## src/rtl/bus_sequencer.sv

```systemverilog
// bus_sequencer: sequences register-file, PC and RAM bus enables for one decoded instruction at a time.
module bus_sequencer #(
    parameter int REG_COUNT = 8,
    parameter int REG_SEL_W = 3,
    parameter int RAM_WAIT  = 0
) (
    input  logic                 clk,
    input  logic                 rst_n,
    input  logic                 instr_valid,
    output logic                 instr_ready,
    input  logic [REG_SEL_W-1:0] reg_sel,
    input  logic                 op_alu_reg,
    input  logic                 op_alu_imm,
    input  logic                 op_cpy,
    input  logic                 op_cpypc,
    input  logic                 op_jmp,
    input  logic                 op_lb,
    input  logic                 op_sb,
    output logic                 reg_pc_write_en,
    output logic                 reg_pc_read_en,
    output logic [REG_COUNT-1:0] reg_out_en,
    output logic [REG_COUNT-1:0] reg_write_en,
    output logic                 ram_addr_en,
    output logic                 ram_out_en,
    output logic                 ram_write_en,
    output logic                 instruction_done,
    output logic                 illegal,
    output logic                 busy
);
    typedef enum logic [1:0] {IDLE, ADDR, WAIT, DATA} state_t;
    localparam logic [REG_COUNT-1:0] R0 = REG_COUNT'(1);
    localparam logic [3:0] WAIT_INIT = RAM_WAIT == 0 ? 4'd0 : 4'(RAM_WAIT - 1);
    state_t                 state;
    logic [3:0]             wait_cnt;
    logic [REG_COUNT-1:0]   sel_q_oh;
    logic                   lb_q;
    logic [6:0]             ops;
    logic [REG_COUNT-1:0]   sel_oh;
    logic                   uses_sel, bad, accept;
    assign ops         = {op_alu_reg, op_alu_imm, op_cpy, op_cpypc, op_jmp, op_lb, op_sb};
    assign sel_oh      = R0 << reg_sel;
    assign uses_sel    = op_alu_reg | op_cpy | op_cpypc | op_lb | op_sb;
    assign bad         = ops == 7'd0 || (ops & (ops - 7'd1)) != 7'd0 || (uses_sel && int'(reg_sel) >= REG_COUNT);
    assign instr_ready = state == IDLE || instruction_done;
    assign accept      = instr_valid && instr_ready;
    always_ff @(posedge clk or negedge rst_n) begin
        if (!rst_n) begin
            state            <= IDLE;
            wait_cnt         <= 4'd0;
            sel_q_oh         <= '0;
            lb_q             <= 1'b0;
            reg_pc_write_en  <= 1'b0;
            reg_pc_read_en   <= 1'b0;
            reg_out_en       <= '0;
            reg_write_en     <= '0;
            ram_addr_en      <= 1'b0;
            ram_out_en       <= 1'b0;
            ram_write_en     <= 1'b0;
            instruction_done <= 1'b0;
            illegal          <= 1'b0;
            busy             <= 1'b0;
        end else begin
            reg_pc_write_en  <= 1'b0;
            reg_pc_read_en   <= 1'b0;
            reg_out_en       <= '0;
            reg_write_en     <= '0;
            ram_addr_en      <= 1'b0;
            ram_out_en       <= 1'b0;
            ram_write_en     <= 1'b0;
            instruction_done <= 1'b0;
            illegal          <= 1'b0;
            busy             <= 1'b0;
            // Outputs are registered, so each branch drives the strobes of the state being entered.
            if (state == ADDR && RAM_WAIT != 0) begin
                state    <= WAIT;
                wait_cnt <= WAIT_INIT;
                busy     <= 1'b1;
            end else if (state == WAIT && wait_cnt != 4'd0) begin
                wait_cnt <= wait_cnt - 4'd1;
                busy     <= 1'b1;
            end else if (state == ADDR || state == WAIT) begin
                state            <= DATA;
                busy             <= 1'b1;
                instruction_done <= 1'b1;
                ram_out_en       <= lb_q;
                reg_write_en     <= lb_q ? sel_q_oh : '0;
                reg_out_en       <= lb_q ? '0 : sel_q_oh;
                ram_write_en     <= !lb_q;
            end else begin
                state <= IDLE;
                if (accept) begin
                    sel_q_oh <= sel_oh;
                    lb_q     <= op_lb;
                    if (bad) begin
                        illegal          <= 1'b1;
                        instruction_done <= 1'b1;
                    end else if (op_lb || op_sb) begin
                        state       <= ADDR;
                        reg_out_en  <= R0;
                        ram_addr_en <= 1'b1;
                        busy        <= 1'b1;
                    end else begin
                        instruction_done <= 1'b1;
                        reg_out_en       <= op_alu_reg ? sel_oh : (op_cpy || op_jmp) ? R0 : '0;
                        reg_write_en     <= (op_alu_reg || op_alu_imm) ? R0 : (op_cpy || op_cpypc) ? sel_oh : '0;
                        reg_pc_read_en   <= op_cpypc;
                        reg_pc_write_en  <= op_jmp;
                    end
                end
            end
        end
    end
endmodule

```

## config.mk

```make
export PLATFORM = sky130hd
export DESIGN_NAME = bus_sequencer
export DESIGN_NICKNAME = d
export VERILOG_FILES = /design/src/rtl/bus_sequencer.sv
export SDC_FILE = /design/constraint.sdc
export NUM_CORES = 1
export LEC_CHECK = 0
export CORE_MARGIN = 1
export CORE_UTILIZATION = 30
export CTS_CLUSTER_DIAMETER = 30
export DETAILED_ROUTE_END_ITERATION = 6
export DONT_BUFFER_PORTS = 1
export GPL_TIMING_DRIVEN = 0
export PLACE_DENSITY = 0.51
export SLEW_MARGIN = 20
export SYNTH_ARGS = -nofsm -noshare
export SYNTH_HDL_FRONTEND = slang
export SYNTH_SLANG_ARGS = --single-unit
```

## constraint.sdc

```tcl
create_clock -name clk -period 2.41 [get_ports clk]
set_clock_uncertainty 0.05 [all_clocks]
set_input_delay 0.241 -clock clk [delete_from_list [all_inputs] [get_ports clk]]
set_output_delay 0.241 -clock clk [all_outputs]
set_load 0.01 [all_outputs]
```

-- Word-level counts from Yosys, hierarchy flattened
Cells that the tools add are included.
- bits in registers: 39
- logic and storage cells: 87
- add/subtract/negate cells: 2
- equality and inequality tests: 2
- shift-type cells: 1
- multiplexer cells: 50
- bitwise operators: 3
- reduce and logical (&&, ||, !) cells: 15
- operators by type and width (cell ; count):
    $mux 8 ; 15
    $mux 1 ; 34
    $shl 1x3->8 const A ; 1
    $and 7x7->7 ; 1
    $logic_not 7->1 ; 1
    $logic_or 1x1->1 ; 7
    $reduce_bool 7->1 ; 1
    $sub 7x1->7 const B ; 1
    $reduce_bool 4->1 ; 1
    $sub 4x1->4 const B ; 1
    $reduce_and 3->1 ; 1
    $eq 2x1->1 const B ; 1
    $eq 2x2->1 const B ; 1
    $logic_and 1x1->1 ; 2
    $logic_not 2->1 ; 1
    $mux 2 ; 1
    $not 1->1 ; 2
    $logic_not 1->1 ; 1

-- Longest topological paths before layout
- depth after elaboration: 8
- mapped depth: 8
- depth with buffers taken out: 6

-- Worst setup path after synthesis
Ideal clock, no wire load.
- kind: register to register
- from: reg wait_cnt[0]
- to: reg sel_q_oh[1]
- setup time: 0.125 ns
- arrival time: 1.863 ns
- data required time: 2.235 ns
- setup slack: 0.373 ns
- cell stages (with the launch flop): 7
- buffers on the path: 1
- period minus slack after synthesis: 2.037 ns
- cells stage by stage: dfrtp_1 inv_1 ha_1 or3b_1 buf_4 a211oi_1 mux2_2
- word-level cells in the longest chain between the ends: 4
- RTL lines (what ; line ; RTL):
    start: declaration ; 34 ; logic [3:0] wait_cnt;
    start signal: assignment ; 79 ; wait_cnt <= wait_cnt - 4'd1;
    $reduce_bool 4->1 ; 78 ; end else if (state == WAIT && wait_cnt != 4'd0) begin
    $logic_and 1x1->1 ; 78 ;
    $not 1->1 (no line) ; -- ;
    $reduce_and 3->1 (no line) ; -- ;
    end signal: assignment ; 92 ; sel_q_oh <= sel_oh;
    end: declaration ; 35 ; logic [REG_COUNT-1:0] sel_q_oh;
No other way between the ends.
A chain may end at the register's enable or synchronous reset.

-- Final worst setup path
- from: reg wait_cnt[0]
- to: reg reg_write_en[4]
- word-level cells in the longest chain between the ends: 3
- RTL lines (what ; line ; RTL):
    $reduce_bool 4->1 ; 78 ;
    $logic_and 1x1->1 ; 78 ;
    $mux 8 ; 78 ;
    end signal: assignment ; 86 ; reg_write_en <= lb_q ? sel_q_oh : '0;
    end signal: assignment ; 105 ; reg_write_en <= (op_alu_reg || op_alu_imm) ? R0 : (op_cpy || op_cpypc) ? sel_oh : '0;
    end: declaration ; 22 ; output logic [REG_COUNT-1:0] reg_write_en,
No other way between the ends.

==> flow_summary.json <==
{
  "stdcell_area_mm2": 0.00202,
  "start_kind": "flop",
  "rsz0062_at_grt": "false",
  "finalCritPeriodShare_pct": 93.6,
  "p_int_mw": 1.41,
  "cts_tree": "built",
  "row_count": 27,
  "syn_area_mm2": 0.00176,
  "dieArea_mm2": 0.00619,
  "tightest_slew_ns": 0.818,
  "gp_congestion": 0.749,
  "leakage_nw": 0.868,
  "maxCapViolCount": 0,
  "p_clk_share_pct": 25.5,
  "syn_inst": 170,
  "numCtsBuffers": 5,
  "ctsLongestPathBuffers": 2,
  "io_pins": 38,
  "initial_core_util_pct": 31.6,
  "grt_use_total_pct": 14.2,
  "syn-num-nets": 186,
  "grt_pass1_vias": 1214,
  "cp_max_fo": 10,
  "drtPass1Iterations": 5,
  "route.detailed.wl_per_inst_um": 16.6,
  "synth_area_leaders": "dfrtp_1, nand2_1, o21ai_0, buf_6, nand3_1",
  "grt_pass1_wl_mm": 6.45,
  "ys_types": 38,
  "drc_errors": 0,
  "grt_overflow_total": 0,
  "yosysTopAreaCellShare_pct": 55.3,
  "insertion_delay_ns": 0.29,
  "drtIter0Drc": 50,
  "htreeDepth": 2,
  "avgSynthCellArea_um2": 10.4,
  "fin_crit_ns": 2.26,
  "synth-edff-count": 0,
  "multiInputGateArea_um2": 718,
  "n_antenna_cell": 0,
  "via_count": 1281,
  "cts_setup_buffers": 0,
  "grt_antenna_before_repair": 0,
  "clk_pin_slew_ns": 0.08,
  "numPortBuffers": 0,
  "grt_max_degree": 40,
  "hold_viol": 0,
  "cp_slowest_cell": "a2111oi_4",
  "pre_cts_slack_ns": 0.0959,
  "place_area_mm2": 0.00185,
  "tns_ns": 0,
  "switching_share_pct": 36.7,
  "status": "finished, final reports clean",
  "slowest_delay_ns": 0.45,
  "fmax_mhz": 443,
  "core_area_mm2": 0.00557,
  "critical_path.cell_chain": "inv_1 > ha_1 > or3b_1 > buf_4 > a2111oi_4 > buf_6 > nand4_1 > o21ai_1",
  "cp.arrival_ns": 2.43,
  "p_comb_share_pct": 29.1,
  "synth_ff_type": "dfrtp_1",
  "syn2layout_area_growth_pct": 14.5,
  "total_power_mw": 2.23,
  "drive_gt1_share_pct": 16.7,
  "clock_sinks": 39,
  "die_y_um": 78.7,
  "cts-root-buf": "clkbuf_8",
  "ys_ff_latch": 39,
  "fin_ws_ns": 0.154,
  "drv_slew": 0,
  "hold_class": "input pin to flop",
  "setup_viol": 0,
  "relSlewSlack_pct": 45.0,
  "ys_seq_area_share_pct": 55.3,
  "n_fill_cell": 581,
  "yosysWarnings": 0,
  "post-dp-hpwl_mm": 2.79,
  "cp_data_required_time_ns": 2.58,
  "seqCellArea_um2": 976,
  "cp-end-kind": "flop",
  "p_switching_uw": 818,
  "async_reset_ff_share_pct": 100,
  "worstSetupPathType": "flop to flop",
  "die_w_um": 78.7,
  "ir_drop_mv": 0.508,
  "p_seq_share_pct": 45.4,
  "power_density_mw_per_mm2": 1100,
  "nets": 195,
  "ant_nets": 0,
  "synth_top_area_cell": "dfrtp_1",
  "post_drt_via_cell_ratio": 5.08,
  "routed_wl_mm": 4.18
}
[power groups by stage]
stage               clock [mW]  sequential, mW  combinational [mW]
floorplan                    0           0.985               0.457
global placement             0            1.01               0.578
detailed placement           0            1.02               0.596
CTS                      0.582            1.01               0.620
global route             0.604            1.03               0.727
finish                   0.569            1.01               0.648
[cells by family after synthesis]
family	synth area share [%]
AOI/OAI and AO/OA	16.4
xor gates and xnor gates	1.49
adders and majority gates	2.13
buffers and inverters	4.96
DFF	55.3
muxes	1.28
and+or+nand+nor	18.4
[metrics by stage]
stage / hold WS, ns / utilization (%) / cells
finish: 0.0275 / 36.2 / 252
global route: 0.0318 / 36.2 / 252
CTS: 0.0231 / 35.9 / 252
detailed placement: -0.103 / 33.3 / 242
global placement: -0.103 / 33.3 / 242
floorplan: -0.105 / - / 170
[worst max-delay path, delay by kind of cell, from the launching register on]
kind,cells,cell delay [ns]
fa+ha+maj,1,0.18
buf+inv,3,0.46
compound gates,2,0.62
flops,1,0.41
simple gates,2,0.47
[flip-flops by register name (all words and copies together), names as in the netlist]
register,cells
lb_q,1
wait_cnt,4
illegal,1
reg_pc_read_en,1
ram_addr_en,1
sel_q_oh,8
reg_write_en,8
ram_out_en,1
busy,1
instruction_done,1
reg_out_en,8
ram_write_en,1
reg_pc_write_en,1
state,2
[cell usage after synthesis, types with 2 or more instances]
cell,number
or3_1,2
nor2_1,9
inv_1,6
nor3_1,2
nand2_1,29
a211oi_2,2
ha_1,3
and3_1,3
mux2_2,2
nor2b_1,4
dfrtp_1,39
nand4_1,3
o211ai_1,2
o21ai_1,7
buf_6,4
a22o_1,2
a21oi_1,2
or2_2,3
a211oi_1,3
xnor2_1,2
o21ai_0,17
nand3_1,8
[layout by cell type (no fill, tap or decap), types with 4 or more instances in the layout]
master / netlist / routed
nand2_1: 29 / 29
nor2b_1: 4 / 4
clkbuf_8: 0 / 6
dfrtp_1: 39 / 39
inv_1: 6 / 6
nand3_1: 8 / 7
o21ai_1: 7 / 9
nor2_1: 9 / 9
o21ai_0: 17 / 15
buf_6: 4 / 4
[path summary, 6_finish.rpt]
path                                          from                         to  slack (ns)  depth (start not counted)
max in group asynchronous                    rst_n  reg_write_en[3]$_DFF_PN0_        1.75                          2
min in group asynchronous                    rst_n   reg_pc_read_en$_DFF_PN0_        0.37                          2
hold reg to reg               state[0]$_DFFE_PN0N_       state[0]$_DFFE_PN0N_        0.44                          1
setup / recovery           wait_cnt[0]$_DFFE_PN0P_  reg_write_en[4]$_DFF_PN0_        0.15                          8
setup reg to reg           wait_cnt[0]$_DFFE_PN0P_  reg_write_en[4]$_DFF_PN0_        0.15                          8
hold / removal                               op_lb           lb_q$_DFFE_PN0P_        0.03                          2
[final cells by class]
| type | count | share of cell area (%) |
|---|---|---|
| buffer | 7 | 3.22 |
| clock buffer | 6 | 4.09 |
| multi-input combinational | 118 | 35.6 |
| timing repair buffer | 2 | 1.49 |
| sequential | 39 | 48.3 |
| clock inverter | 2 | 1.73 |
| tap | 72 | 4.46 |
| inverter | 6 | 1.12 |
[layer usage]
layer	up-vias	track usage, %	routed length, µm
met5	-	0	0
met1	621	16.8	1710
li1	607	-	-
met4	0	6.11	65
met3	7	3.95	288
met2	46	24.1	2120
[timing repair]
action                                  CTS  global route
hold buffers                              2             0
resized for setup                         0             5
endpoints found under the setup margin    0             7
hold endpoints to repair                 39             0
No activity file was read; power rests on OpenSTA's default activity.
